**src/rtl/chicken_judge.sv**
```systemverilog
// chicken_judge: game-rules responder for the board control FSM.
// Judges a flipped card against the tile ahead of the active chicken,
// advances the chicken on request and flags a win when it jumps the opponent.
// Holds the tile layout, both chicken positions and the turn flag.
module chicken_judge #(
   parameter int N_TILES = 24,
   parameter int PIC_W   = 4,
   parameter int POS_W   = 5
) (
   input  logic             CLK,
   input  logic             RST_N,
   input  logic             A,
   input  logic             B,
   input  logic [PIC_W-1:0] card_pic,
   input  logic             tile_we,
   input  logic [POS_W-1:0] tile_addr,
   input  logic [PIC_W-1:0] tile_pic,
   output logic             go,
   output logic             win,
   output logic             done,
   output logic             busy,
   output logic             turn,
   output logic [POS_W-1:0] pos0,
   output logic [POS_W-1:0] pos1
);

   localparam int               AW     = (N_TILES > 1) ? $clog2(N_TILES) : 1;
   localparam logic [POS_W-1:0] LAST   = POS_W'(N_TILES - 1);
   localparam logic [POS_W-1:0] ONE    = POS_W'(1);
   localparam logic [POS_W-1:0] HALF   = POS_W'(N_TILES / 2);
   localparam logic [POS_W:0]   NT_EXT = (POS_W + 1)'(N_TILES);

   typedef enum logic [1:0] {IDLE, JUDGE, MOVE} state_t;

   state_t             state_q, state_d;
   logic               go_q, go_d;
   logic               win_q, win_d;
   logic               done_q, done_d;
   logic               busy_q, busy_d;
   logic               turn_q, turn_d;
   logic [POS_W-1:0]   pos0_q, pos0_d;
   logic [POS_W-1:0]   pos1_q, pos1_d;
   logic [POS_W-1:0]   target_q, target_d;
   logic               jump_q, jump_d;
   logic [PIC_W-1:0]   card_q, card_d;
   logic               tile_wr;
   logic [PIC_W-1:0]   tiles [N_TILES];

   logic [POS_W-1:0]   own, opp;
   logic [POS_W:0]     calc;
   logic [POS_W-1:0]   calc_target;
   logic               calc_jump;

   // Next tile around the ring, wrapping from the last tile back to 0.
   function automatic logic [POS_W-1:0] step_ring(input logic [POS_W-1:0] p);
      return (p == LAST) ? '0 : p + ONE;
   endfunction

   // Tile the active chicken lands on; skips the opponent's tile (jump).
   // Returned as {jump, target}.
   function automatic logic [POS_W:0] next_target(input logic [POS_W-1:0] o,
                                                  input logic [POS_W-1:0] q);
      logic [POS_W-1:0] t1;
      t1 = step_ring(o);
      if (t1 == q) return {1'b1, step_ring(t1)};
      else         return {1'b0, t1};
   endfunction

   assign own         = turn_q ? pos1_q : pos0_q;
   assign opp         = turn_q ? pos0_q : pos1_q;
   assign calc        = next_target(own, opp);
   assign calc_jump   = calc[POS_W];
   assign calc_target = calc[POS_W-1:0];

   // Next-state and next-output logic for the request FSM.
   always_comb begin
      state_d  = state_q;
      go_d     = go_q;
      win_d    = win_q;
      done_d   = 1'b0;
      busy_d   = busy_q;
      turn_d   = turn_q;
      pos0_d   = pos0_q;
      pos1_d   = pos1_q;
      target_d = target_q;
      jump_d   = jump_q;
      card_d   = card_q;
      tile_wr  = 1'b0;
      case (state_q)
         IDLE: begin
            busy_d = 1'b0;
            if (!win_q && A) begin
               card_d  = card_pic;
               state_d = JUDGE;
               busy_d  = 1'b1;
            end else if (!win_q && B && go_q) begin
               state_d = MOVE;
               busy_d  = 1'b1;
            end else if (tile_we && ({1'b0, tile_addr} < NT_EXT)) begin
               tile_wr = 1'b1;
            end
         end
         JUDGE: begin
            target_d = calc_target;
            jump_d   = calc_jump;
            go_d     = (tiles[calc_target[AW-1:0]] == card_q);
            if (tiles[calc_target[AW-1:0]] != card_q) turn_d = ~turn_q;
            done_d   = 1'b1;
            busy_d   = 1'b0;
            state_d  = IDLE;
         end
         MOVE: begin
            if (turn_q) pos1_d = target_q;
            else        pos0_d = target_q;
            win_d   = win_q | jump_q;
            go_d    = 1'b0;
            done_d  = 1'b1;
            busy_d  = 1'b0;
            state_d = IDLE;
         end
         default: begin
            state_d = IDLE;
            busy_d  = 1'b0;
         end
      endcase
   end

   // Control and position registers; reset aborts any request in flight.
   always_ff @(posedge CLK) begin
      if (!RST_N) begin
         state_q  <= IDLE;
         go_q     <= 1'b0;
         win_q    <= 1'b0;
         done_q   <= 1'b0;
         busy_q   <= 1'b0;
         turn_q   <= 1'b0;
         pos0_q   <= '0;
         pos1_q   <= HALF;
         target_q <= '0;
         jump_q   <= 1'b0;
      end else begin
         state_q  <= state_d;
         go_q     <= go_d;
         win_q    <= win_d;
         done_q   <= done_d;
         busy_q   <= busy_d;
         turn_q   <= turn_d;
         pos0_q   <= pos0_d;
         pos1_q   <= pos1_d;
         target_q <= target_d;
         jump_q   <= jump_d;
      end
   end

   // Latched card picture; pure data, only loaded when a judge is accepted.
   always_ff @(posedge CLK) begin
      card_q <= card_d;
   end

   // Board layout memory; survives reset so a new game reuses the layout.
   always_ff @(posedge CLK) begin
      if (RST_N && tile_wr) tiles[tile_addr[AW-1:0]] <= tile_pic;
   end

   assign go   = go_q;
   assign win  = win_q;
   assign done = done_q;
   assign busy = busy_q;
   assign turn = turn_q;
   assign pos0 = pos0_q;
   assign pos1 = pos1_q;

endmodule

```
**config.mk**
```make
export PLATFORM = sky130hd
export DESIGN_NAME = chicken_judge
export DESIGN_NICKNAME = d
export VERILOG_FILES = /design/src/rtl/chicken_judge.sv
export SDC_FILE = /design/constraint.sdc
export NUM_CORES = 1
export LEC_CHECK = 0
export ABC_AREA = 1
export CORE_MARGIN = 2
export CORE_UTILIZATION = 52
export DETAILED_ROUTE_END_ITERATION = 10
export PLACE_DENSITY = 0.74
export SETUP_SLACK_MARGIN = 0.02
export SLEW_MARGIN = 0
export SYNTH_ARGS = -nofsm -noshare
export SYNTH_HDL_FRONTEND = slang
export SYNTH_SLANG_ARGS = --single-unit
export TNS_END_PERCENT = 5
```
**constraint.sdc**
```tcl
create_clock -name CLK -period 3 [get_ports CLK]
set_clock_uncertainty 0.2 [all_clocks]
set_input_delay 0.45 -clock CLK [delete_from_list [all_inputs] [get_ports CLK]]
set_output_delay 0.45 -clock CLK [all_outputs]
set_load 0.005 [all_outputs]
```
# Word level (Yosys, flattened, before mapping)
# Memories as Yosys holds them, arrays and structs flattened.
# Cells that the tools add are included.
# Widths: inputs -> output; s select.
# word_totals
reg_bits	27
latchBits	0
ramBits	96
rom_bits	0
inputBits	18
out_inout_bits	15
wordCells	60
mem_count	1
# classes
n_addsub	2
mul	0
div	0
n_lt_le_gt_ge	1
n_eq_ne	7
shift	0
n_mux	17
bitwise	4
reduce_logical	16
# memory_table
memory	depth	word_bits	read_ports	rd_ports_with_merged_regs	write_ports	line	rtl
tiles	24	4	1	0	1	47	logic [PIC_W-1:0] tiles [N_TILES];
# op_table
operator	count
$mux 5	4
$mux 1	11
$add 5x1->5 const B	2
$eq 5x5->1 const B	2
$reduce_and 2->1	5
$mux 6	1
$eq 5x5->1	1
$logic_and 1x1->1	5
$lt 5x5->1 const B	1
$eq 4x4->1	1
$ne 4x4->1	1
$reduce_bool 2->1	2
$not 1->1	3
$reduce_or 3->1	1
$eq 2x1->1 const B	1
$eq 2x2->1 const B	1
$logic_not 2->1	1
$pmux 1 s2	1
$reduce_or 2->1	1
$logic_not 1->1	1
$or 1x1->1	1

# Longest topological paths before layout
# depth
ltp_word	9
depth_mapped	33
mapped_depth_nobuf	31

# Least setup slack after synthesis
# OpenSTA, ideal clock, no wires.
# synth_path
kind	register to register
from	reg turn_q (netlist: turn)
to	reg turn_q (netlist: turn)
setup_time_ps	115
t_arrival_ps	2983
required_time_ps	2685
path_slack_ps	-298
path_stages_with_launch	31
path_buffers	2
period_less_slack_ps	3298
cell_sequence	dfxtp_1 > buf_6 > inv_6 > nand2_1 > nand2_2 > clkinv_1 > ha_1 > inv_1 > nand3_1 > nand2_1 > inv_2 > nand2_1 > nor2_1 > nand2_2 > nor2_8 > nand3_4 > nand2_2 > nand2_4 > inv_4 > buf_4 > nand3_1 > nand3_1 > nand3_1 > nand2_1 > nand2_1 > nand3b_1 > nand2_1 > nor2_2 > nand2_1 > a21oi_1 > nor2_1
# synth_via
elab_chain_len	9
word_cells_on_any_way	14
cone_classes	2 x add/sub; 4 x eq/ne; 5 x mux; 1 x bitwise; 1 x reduce/logical; 1 x memory
# synth_lines
element	line	rtl
start, declared	40	logic turn_q, turn_d;
start signal, assigned	147	turn_q <= turn_d;
$mux 5	69	assign own = turn_q ? pos1_q : pos0_q;
$add 5x1->5 / $eq 5x5->1 (equally long branches)	56	return (p == LAST) ? '0 : p + ONE;
$mux 5	56	
$add 5x1->5 / $eq 5x5->1 (equally long branches)	56	
$mux 5	56	
$mux 6	65	if (t1 == q) return {1'b1, step_ring(t1)};
$mem_v2 24x4	--	
$ne 4x4->1	107	if (tiles[calc_target[AW-1:0]] != card_q) turn_d = ~turn_q;
$reduce_and 2->1 (no source line)	--	
# Several ways; a longest one is shown, not always the timed one.
# A chain may end at the register's enable or synchronous reset.

# Worst setup path in the final report
# Ends and elaborated chain as after synthesis.

==> reports/metrics.yaml <==
powerDensity_mw_per_mm2: 571
ys_ff_latch: 123
gp_congestion: 0.895
p_sw_frac: 0.224
max_slew_margin: 0.675
synthCells: 575
worst_ep_required_time_ps: 3230
fillCellCount: 765
crit_arrival_ps: 3620
start_kind: "flip-flop"
antenna_left: 0
synth_area_mm2: 0.00565
die_y_um: 108
clock-sinks: 123
cpMostUsedCell: "nand2_1"
wl_per_cell_um: 17.6
endpoint_kind: "flip-flop"
combPwrFrac: 0.094
ys_seq_area_frac: 0.613
crit_family: "simple AND/OR/NAND/NOR gates"
gr-total-overflow: 0
crit_path_top_delay_cell: "dfxtp_4"
start_util: 0.528
cts_tree: "done"
slowest_delay_ps: 380
die_x_um: 108
tns_ps: -709
dieArea_mm2: 0.0117
synth_area_per_cell_um2: 9.82
antenna_found_initial: 0
area.growth.synth_to_final_pct: 30.0
p_int_mw: 3.25
dp_hpwl_um: 9290
finalInstanceArea_mm2: 0.00734
hold_class: "in -> reg"
fin_total_pwr_mw: 4.19
place_inst: 769
diodes: 0
place_ws_ps: -396
clkPwrFrac: 0.458
io_pins: 33
worstMarginPinSlew_ps: 485
vias: 4558
p_sw_mw: 0.939
setup_ws_ps: -398
yosysUniqueCellTypes: 35
wirelength_um: 14200
synth.largest_area_cell: "edfxtp_1"
grt_pass1_vias: 4353
setup_viol: 2
synth_warnings: 0
ir_drop_mv: 0.564
clkTransAtPathRegs_ps: 60
post-route-util: 0.686
clk_path_buf_depth: 2
numCtsBuffers: 17
grt_max_degree: 31
place_area_mm2: 0.00646
synth_top_area_share: 0.532
grt_usage: 0.246
grt_first_pass_wirelength_um: 21300
core_mm2: 0.0107
layout-drive-gt1-share: 0.245
violations: "setup timing"
cp_max_fo: 7
root_buffer: "clkbuf_8"
routed_via_density: 5.66
worstSkewPairLatency_ps: 530
p_leak_nw: 2.84
finalCriticalPeriod_ps: 3400
io_buffers: 32
fin_cells: 805
rows: 38
synth_nets: 598
drt-initial-drc-count: 460
final_min_period_over_clock_period: 1.13
status: "finished, violations left"
fmaxAchievable_mhz: 294
p_seq_frac: 0.448
finalHoldViolCount: 0
cts_hold_buffers: 0
setup.worst_path.class: "reg -> reg"
drc: 0
hold-worst-slack_ps: 276
max-cap-violations: 0
first_pass_iters: 7
cp_num_buf_inv: 7
rsz0062_at_grt: "true"
synthTopCellsByArea: "edfxtp_1 53%, nand3_1 12%, nand2_1 8.8%, dfxtp_1 8.2%, nor2_1 2.9%"
htreeDepth: 4
drv_slew: 0
fin_nets: 676
layout make-up:
cell class,count,area [µm²],share of cell area
Clock buffer,19,422,0.0574
Clock inverter,12,130,0.0177
Inverter,39,174,0.0237
Multi-Input combinational cell,390,2170,0.295
Sequential cell,123,3470,0.472
Tap cell,140,175,0.0239
Timing Repair Buffer,82,807,0.110
power by group through the flow:
stage                     Sequential [mW]  Combinational [mW]  Clock (mW)
after detailed placement             1.91               0.349           0
final                                1.88               0.393        1.92
after floorplan                      1.91               0.217           0
after global placement               1.91               0.341           0
after global routing                 1.88               0.428        2.01
after CTS                            1.88               0.354        1.94
final timing paths:
kind | from | to | slack (ps) | depth (start not counted)
worst max-delay path | turn | turn | -400 | 32
worst min-delay path | card_pic[3] | card_q[3] | 280 | 1
worst max register to register | turn | turn | -400 | 32
worst min register to register | go | go | 290 | 2
worst reg2reg max path, delay by kind of cell, from the launching register on:
family / cells / cell delay, ps
DFF: 1 / 380
buffers and inverters: 7 / 490
adders and majority gates: 1 / 280
and+or+nand+nor: 24 / 1960
metal layers:
layer	up-vias	routed length, µm	global-route usage
met5	-	0	0
met4	0	437	0.110
met3	52	1120	0.0699
met1	2131	5430	0.294
met2	228	7190	0.417
li1	2147	-	-
logic make-up after synthesis:
| family | share of synthesized area |
|---|---|
| AO/OA/AOI/OAI | 0.0395 |
| XOR/XNOR | 0.00310 |
| adder cells (fa/ha/maj) | 0.0111 |
| buffers and inverters | 0.0532 |
| flip-flops | 0.613 |
| AND/OR/NAND/NOR | 0.280 |
synthesized netlist by cell type, drive strengths merged:
cell type	instances
a21oi	15
a221oi	1
buf	17
clkbuf	6
clkinv	1
dfxtp	23
edfxtp	100
ha	5
inv	38
nand2	149
nand3	139
nand3b	2
nand4	3
nor2	47
nor3	1
nor4	1
o2111ai	1
o211ai	1
o21ai	23
xor2	2
cells in the final DEF, fill, tap and decap left out, types with 14 or more instances in the layout:
master | netlist | final
edfxtp_1 | 100 | 100
clkbuf_16 | 0 | 17
inv_1 | 29 | 27
nor2_1 | 43 | 42
nand3_1 | 136 | 106
o21ai_0 | 14 | 14
nand2_1 | 133 | 121
nand2_2 | 15 | 21
clkdlybuf4s50_1 | 0 | 32
dfxtp_1 | 23 | 22
nand3_2 | 2 | 32
buf_4 | 3 | 39
sequential cells by signal (all words and copies together) (netlist names), 2 cells and up:
name	count
tiles	96
pos0	5
pos1	5
target_q	5
card_q	4
state_q	2
repair_timing:
action / 4_1_cts / 5_1_grt
setup buffers: 1 / 2
resized for setup: 8 / 51
pin swaps: 2 / 33
setup endpoints to repair: 2 / 2
gates cloned: 0 / 2
(Power assumes the default switching activity.)
